<file path="src/rtl/int_to_fpu.sv">
// Integer to 32-bit float operand encoder, one normalize shift per clock.
// Define ROUND_NEAREST_EN for round-to-nearest-even instead of truncation.
module int_to_fpu #(
  parameter int BIAS      = 511,
  parameter bit SIGNED_IN = 1'b1
) (
  input  logic        clock_100Khz,
  input  logic        reset,
  input  logic        start,
  input  logic [31:0] int_in,
  output logic        busy,
  output logic        done,
  output logic [31:0] data_out,
  output logic [3:0]  status_out
);

  typedef enum logic [3:0] {
    OVERFLOW  = 4'd0,
    UNDERFLOW = 4'd1,
    EXACT     = 4'd2,
    INEXACT   = 4'd3
  } status_t;

  localparam logic [1:0] IDLE      = 2'd0;
  localparam logic [1:0] NORMALIZE = 2'd1;
  localparam logic [1:0] PACK      = 2'd2;

  logic [1:0]  state;
  logic        sign;
  logic [31:0] mag;
  logic [4:0]  cnt;
  status_t     status;

  logic        in_sign;
  logic [31:0] in_mag;
  logic [11:0] exp_raw;
  logic [11:0] exp_fin;
  logic [20:0] mant_fin;
  logic        is_zero;
  logic        ovf;
  logic [31:0] pk_data;
  status_t     pk_stat;

  assign in_sign = SIGNED_IN & int_in[31];
  assign in_mag  = in_sign ? (~int_in + 32'd1) : int_in;

  assign exp_raw = 12'(BIAS) + 12'd31 - {7'd0, cnt};
  assign is_zero = (mag == 32'd0);

`ifdef ROUND_NEAREST_EN
  logic        rnd_up;
  logic [21:0] mant_sum;

  // ties go to the even mantissa; carry-out bumps the exponent
  assign rnd_up   = mag[9] & ((|mag[8:0]) | mag[10]);
  assign mant_sum = {1'b0, mag[30:10]} + {21'd0, rnd_up};
  assign mant_fin = mant_sum[20:0];
  assign exp_fin  = exp_raw + {11'd0, mant_sum[21]};
`else
  assign mant_fin = mag[30:10];
  assign exp_fin  = exp_raw;
`endif

  assign ovf = (exp_fin >= 12'd1023);

  always_comb begin
    pk_data = {sign, exp_fin[9:0], mant_fin};
    pk_stat = EXACT;
    unique case (1'b1)
      is_zero: begin
        pk_data = 32'd0;
        pk_stat = EXACT;
      end
      ovf: begin
        pk_data = {sign, 10'h3FF, 21'h0};
        pk_stat = OVERFLOW;
      end
      default: begin
        pk_stat = (|mag[9:0]) ? INEXACT : EXACT;
      end
    endcase
  end

  assign busy       = (state != IDLE);
  assign status_out = status;

  always_ff @(posedge clock_100Khz or negedge reset) begin
    if (!reset) begin
      state    <= IDLE;
      sign     <= 1'b0;
      mag      <= 32'd0;
      cnt      <= 5'd0;
      done     <= 1'b0;
      data_out <= 32'd0;
      status   <= EXACT;
    end else begin
      done <= 1'b0;
      case (state)
        IDLE: begin
          if (start) begin
            sign  <= in_sign;
            mag   <= in_mag;
            cnt   <= 5'd0;
            state <= (in_mag == 32'd0) ? PACK : NORMALIZE;
          end
        end
        NORMALIZE: begin
          if (mag[31]) begin
            state <= PACK;
          end else begin
            mag <= {mag[30:0], 1'b0};
            cnt <= cnt + 5'd1;
          end
        end
        PACK: begin
          data_out <= pk_data;
          status   <= pk_stat;
          done     <= 1'b1;
          state    <= IDLE;
        end
        default: state <= IDLE;
      endcase
    end
  end

endmodule

</file>
<file path="config.mk">
export PLATFORM = sky130hd
export DESIGN_NAME = int_to_fpu
export DESIGN_NICKNAME = d
export VERILOG_FILES = /design/src/rtl/int_to_fpu.sv
export SDC_FILE = /design/constraint.sdc
export NUM_CORES = 1
export LEC_CHECK = 0
export BUFFER_PORTS_ARGS = -buffer_cell sky130_fd_sc_hd__buf_2
export CAP_MARGIN = 20
export CORE_MARGIN = 8
export CORE_UTILIZATION = 51
export DETAILED_ROUTE_END_ITERATION = 8
export GPL_TIMING_DRIVEN = 0
export PLACE_DENSITY = 0.76
export RECOVER_POWER = 50
export SLEW_MARGIN = 5
export SYNTH_ARGS = -nofsm -noshare
export SYNTH_HDL_FRONTEND = slang
export SYNTH_SLANG_ARGS = --single-unit
</file>
<file path="constraint.sdc">
create_clock -name clock_100Khz -period 1.45 [get_ports clock_100Khz]
set_input_delay 0 -clock clock_100Khz [delete_from_list [all_inputs] [get_ports clock_100Khz]]
set_output_delay 0 -clock clock_100Khz [all_outputs]
set_load 0.01 [all_outputs]
</file>
# --- Yosys cells after proc, flatten, opt, wreduce, memory -nomap -nowiden ---
# Index checks and enable logic that the tools add are counted.
totals:
  regBits: 77
  in_bits: 35
  out_inout_bits: 38
  elab_cells: 43
op_classes:
  n_addsub: 3
  order_cmp: 1
  eq_ne: 5
  muxes: 15
  bitwise_logic: 1
  n_reduce_logical: 10
ops:
  columns: ["op", "n"]
  rows:
  - ["$pmux 32 s2", 2]
  - ["$mux 32", 3]
  - ["$logic_not 32->1", 2]
  - ["$add 32x1->32 const B", 1]
  - ["$not 32->32", 1]
  - ["$ge 12x10->1 const B", 1]
  - ["$sub 10x5->11 const A", 1]
  - ["$mux 5", 2]
  - ["$pmux 5 s2", 1]
  - ["$reduce_or 10->1", 1]
  - ["$pmux 4 s2", 1]
  - ["$mux 2", 3]
  - ["$ne 2x2->1 const B", 3]
  - ["$reduce_and 2->1", 3]
  - ["$add 5x1->5 const B", 1]
  - ["$pmux 2 s2", 1]
  - ["$reduce_bool 2->1", 2]
  - ["$reduce_and 3->1", 1]
  - ["$eq 2x1->1 const B", 1]
  - ["$eq 2x2->1 const B", 1]
  - ["$logic_not 2->1", 1]
  - ["$mux 1", 2]

# --- Longest topological paths before layout ---
logic_depth:
  word_depth: 7
  depth_mapped: 10
  ltp_nobuf: 9

# --- Worst setup path after synthesis ---
# No wires, ideal clock.
synth_path:
  path_kind: "input-to-reg"
  startpoint: "in int_in[5]"
  endpoint: "reg state[1]"
  setup_ps: 66
  arrival_time_ps: 2413
  required_time_ps: 1384
  slack_ps: -1029
  path_stages: 9
  path_buffers: 2
  cell_sequence: "buf_6 > or4_4 > or4_4 > buf_6 > o41ai_4 > xor2_1 > o2111ai_1 > nor4b_1 > a22o_1"
synth_between:
  elab_chain_cells: 7
synth_rtl:
  columns: ["item", "line_no", "rtl"]
  rows:
  - ["from (decl)", "10", "input logic [31:0] int_in,"]
  - ["$not 32->32", "45", "assign in_mag = in_sign ? (~int_in + 32'd1) : int_in;"]
  - ["$add 32x1->32", "45", null]
  - ["$mux 32 (*)", "45", null]
  - ["$logic_not 32->1 (*)", "104", "state <= (in_mag == 32'd0) ? PACK : NORMALIZE;"]
  - ["$mux 2 (*)", "104", null]
  - ["$mux 2 (*)", "100", "if (start) begin"]
  - ["$pmux 2 s2 (*)", "98", "case (state)"]
  - ["to (signal assigned)", "104", null]
  - ["to (decl)", "28", "logic [1:0] state;"]
# Mark *: on every way between the ends. The rest lies on a longest branch, timed or not. The select of a mux whose other input is x is not followed.
# A chain may end at the register's enable or synchronous reset.

# --- Final worst setup path ---
layout_path:
  startpoint: "in int_in[0]"
  endpoint: "reg state[0]"
# Same word-level chain as after synthesis.

==> impl_metrics.toml <==
[synthesis]
synth-main-ff-cell = "dfrtp_1"
synthCells = 471
synth_seq_cells = 75
synth_warnings = 0
syn_area_mm2 = 0.004293
synth.distinct_cells = 60
synth_edf_count = 0
synth-async-reset-ratio_pct = 100.0
ys_seq_area_share_pct = 43.75
postSynthAreaPerCell_um2 = 9.114

[sta]
layout_worst_path_cycle_share_pct = 165.7
fmax_mhz = 416.1
min_period_ns = 2.403
fin_hold_ws_ns = 0.01387
setup_viol = 51
rsz0062_at_grt = "yes"
slew_violations = 0
max_slew.worst_pin.slew_ns = 0.6846
finClkSkew_ns = 0.008833
slew_headroom_pct = 54.36
fin_ws_ns = -0.9533
hold_viol = 0

[setup_path]
worstSetupPathType = "in -> reg"
endpoint_kind = "flip-flop"
worst-path-max-fanout = 4
critPathMaxStageDelay_ns = 0.46
crit_required_ns = 1.65
start_kind = "primary input"
cp_slowest_cell = "or4b_4"
crit_chain = "buf_8 > inv_6 > ha_4 > or4b_4 > or4_4 > buf_8 > buf_6 > buf_6 > o41ai_4 > xor2_1 > nand2_1 > nor4_4 > a41oi_2"
critPathArrivalTime_ns = 2.61

[power_and_ir_drop]
power.total_mw = 10.24
switching_share_pct = 39.36
cell_internal_pwr_mw = 6.212
power.share.sequential_pct = 37.9
switching_power_mw = 4.032
leakagePower_nw = 2.770
pwr-share-comb_pct = 44.1
cellPowerDensity_mw_per_mm2 = 1651
vdd_ir_drop_max_v = 0.0008315
p_clk_share_pct = 18.1

[routing]
drcViolationCount = 0
drtIter0Drc = 299
dr_total_vias = 4517
ant_nets = 0
wl_per_cell_um = 20.09
drt_pass1_iterations = 4
wl_mm = 14.27
vias_per_cell = 6.362

[place]
dpl_worst_slack_ns = -1.396
gp_congestion = 0.9541
dp_hpwl_mm = 9.033
port_buffers = 63

[layout]
num-nets-final = 639
syn_to_final_growth_pct = 44.54
drive_gt1_share_pct = 40.17
antennaDiodeCount = 0

[clock_network]
clockBufferDepth = 2
cts_tree = "done"
htreeDepth = 3
path_clk_slew_ns = 0.08
clock_sinks = 75
clk_latency_ns = 0.35
cts_made_buffers = 9
cts_root_buf = "clkbuf_8"

[global_routing]
grt_pass1_vias = 4532
grt_max_degree = 50
track_usage_pct = 23.71
overflow = 0
grt_pass1_wl_mm = 22.20
grt_antenna_before_repair = 0

[die]
rows = 33
num_io_pins = 73
initial_core_util_pct = 52.51
core_area_mm2 = 0.008175
die_x_um = 107.7
fp.dieH_um = 107.7
die_area_mm2 = 0.01161

[run]
maxCapViolations = 0

[outcome]
violations = "setup timing"
status = "finished with violations"

[min_path]
hp-class = "in -> reg"
## final cells by class
type                            count  area [um2]
Sequential cell                    75        1879
Clock inverter                      5       85.08
Clock buffer                       11       151.4
Tap cell                          105       131.4
Timing Repair Buffer              118       870.8
Inverter                            9       53.80
Multi-Input combinational cell    353        2749
Buffer                             34       284.0
Fill cell                         536        1971
## worst max-delay path, delay by kind of cell
family / cells / cell delay, ns
xor+xnor: 1 / 0.24
simple gates: 4 / 1.34
buf+inv: 5 / 0.54
compound gates: 2 / 0.35
fa+ha+maj: 1 / 0.13
## cell usage in the layout (no fill, tap or decap), types with 8 or more instances in the layout
cell type / n
dfrtp_1: 73
buf_2: 59
nand2_1: 57
buf_4: 37
nor2_1: 31
o21ai_0: 25
a22o_1: 24
a22oi_1: 21
clkbuf_8: 18
buf_6: 18
o21ai_1: 14
xnor2_1: 10
xor2_1: 10
xor2_2: 9
nor4_2: 8
nand4_1: 8
clkbuf_1: 8
## power by group through the flow
| stage | combinational, mW | clock, mW | sequential, mW |
|---|---|---|---|
| after detailed placement | 3.56 | 0 | 3.80 |
| final | 4.51 | 1.85 | 3.88 |
| after global routing | 4.93 | 1.96 | 3.98 |
| after CTS | 4.21 | 1.86 | 3.80 |
| after floorplan | 2.23 | 0 | 3.79 |
| after global placement | 3.44 | 0 | 3.77 |
## flip-flops by register name (all words and copies together), names as in the netlist
signal      flops
data_out       32
mag            32
done            1
sign            1
state           2
status_out      2
cnt             5
## worst paths after layout
check	to	slack, ns	start	cells after the start
min reg2reg	data_out[26]	0.47	data_out[26]	2
max reg2reg	data_out[1]	-0.30	mag[10]	6
max in group asynchronous	status_out[1]	0.34	reset	3
min	mag[5]	0.01	int_in[5]	3
min in group asynchronous	data_out[23]	0.23	reset	2
max	state[0]	-0.95	int_in[0]	13
## cell usage after synthesis, types with 6 or more instances
library cell | count | share of area, %
a21oi_1 | 8 | 0.93
a22o_1 | 24 | 4.9
a22oi_1 | 22 | 3.8
a31oi_1 | 6 | 0.87
clkbuf_1 | 27 | 2.4
dfrtp_1 | 74 | 43
inv_1 | 9 | 0.79
nand2_1 | 65 | 5.7
nand2b_1 | 6 | 0.87
nand3_1 | 8 | 0.93
nand4_1 | 8 | 1.2
nor2_1 | 35 | 3.1
nor3_1 | 7 | 0.82
nor4_1 | 18 | 2.6
o21ai_0 | 45 | 5.2
xnor2_1 | 13 | 2.7
xor2_1 | 19 | 3.9
## through the flow
stage / area, um2 / setup TNS, ns / utilization, % / std cells
floorplan: 4488 / -5.915 / - / 472
detailed placement: 4965 / -26.79 / 60.73 / 641
finish: 6205 / -13.77 / 75.90 / 710
CTS: 5952 / -13.01 / 72.80 / 705
global route: 6205 / -17.76 / 75.90 / 710
global placement: 4935 / -26.68 / 60.36 / 640
## cells by family after synthesis
logic type      after synthesis  share of synthesized area (%)
xor+xnor                     32                          6.529
simple gates                175                          20.14
other cells                   1                        0.08735
buf+inv                      44                          4.401
flops                        75                          43.75
mux                           6                          1.486
fa+ha+maj                     4                          1.166
compound gates              134                          22.44
## layer usage
| metal | GRT usage (%) | routed length, um | share of wire (%) |
|---|---|---|---|
| met4 | 11.69 | 473 | 3.3 |
| met1 | 29.46 | 5626 | 39 |
| met3 | 4.072 | 1121 | 7.9 |
| met2 | 38.90 | 7045 | 49 |
| met5 | 0 | 0 | 0 |
## what timing repair did
item                                   CTS  global route
gates cloned                             2             0
pin swaps                               39            32
buffers inserted                        46            15
hold buffers                             2             0
endpoints found under the hold margin   75             0
resized for setup                      102            61
setup endpoints to repair               71            70
(Power assumes the default switching activity.)
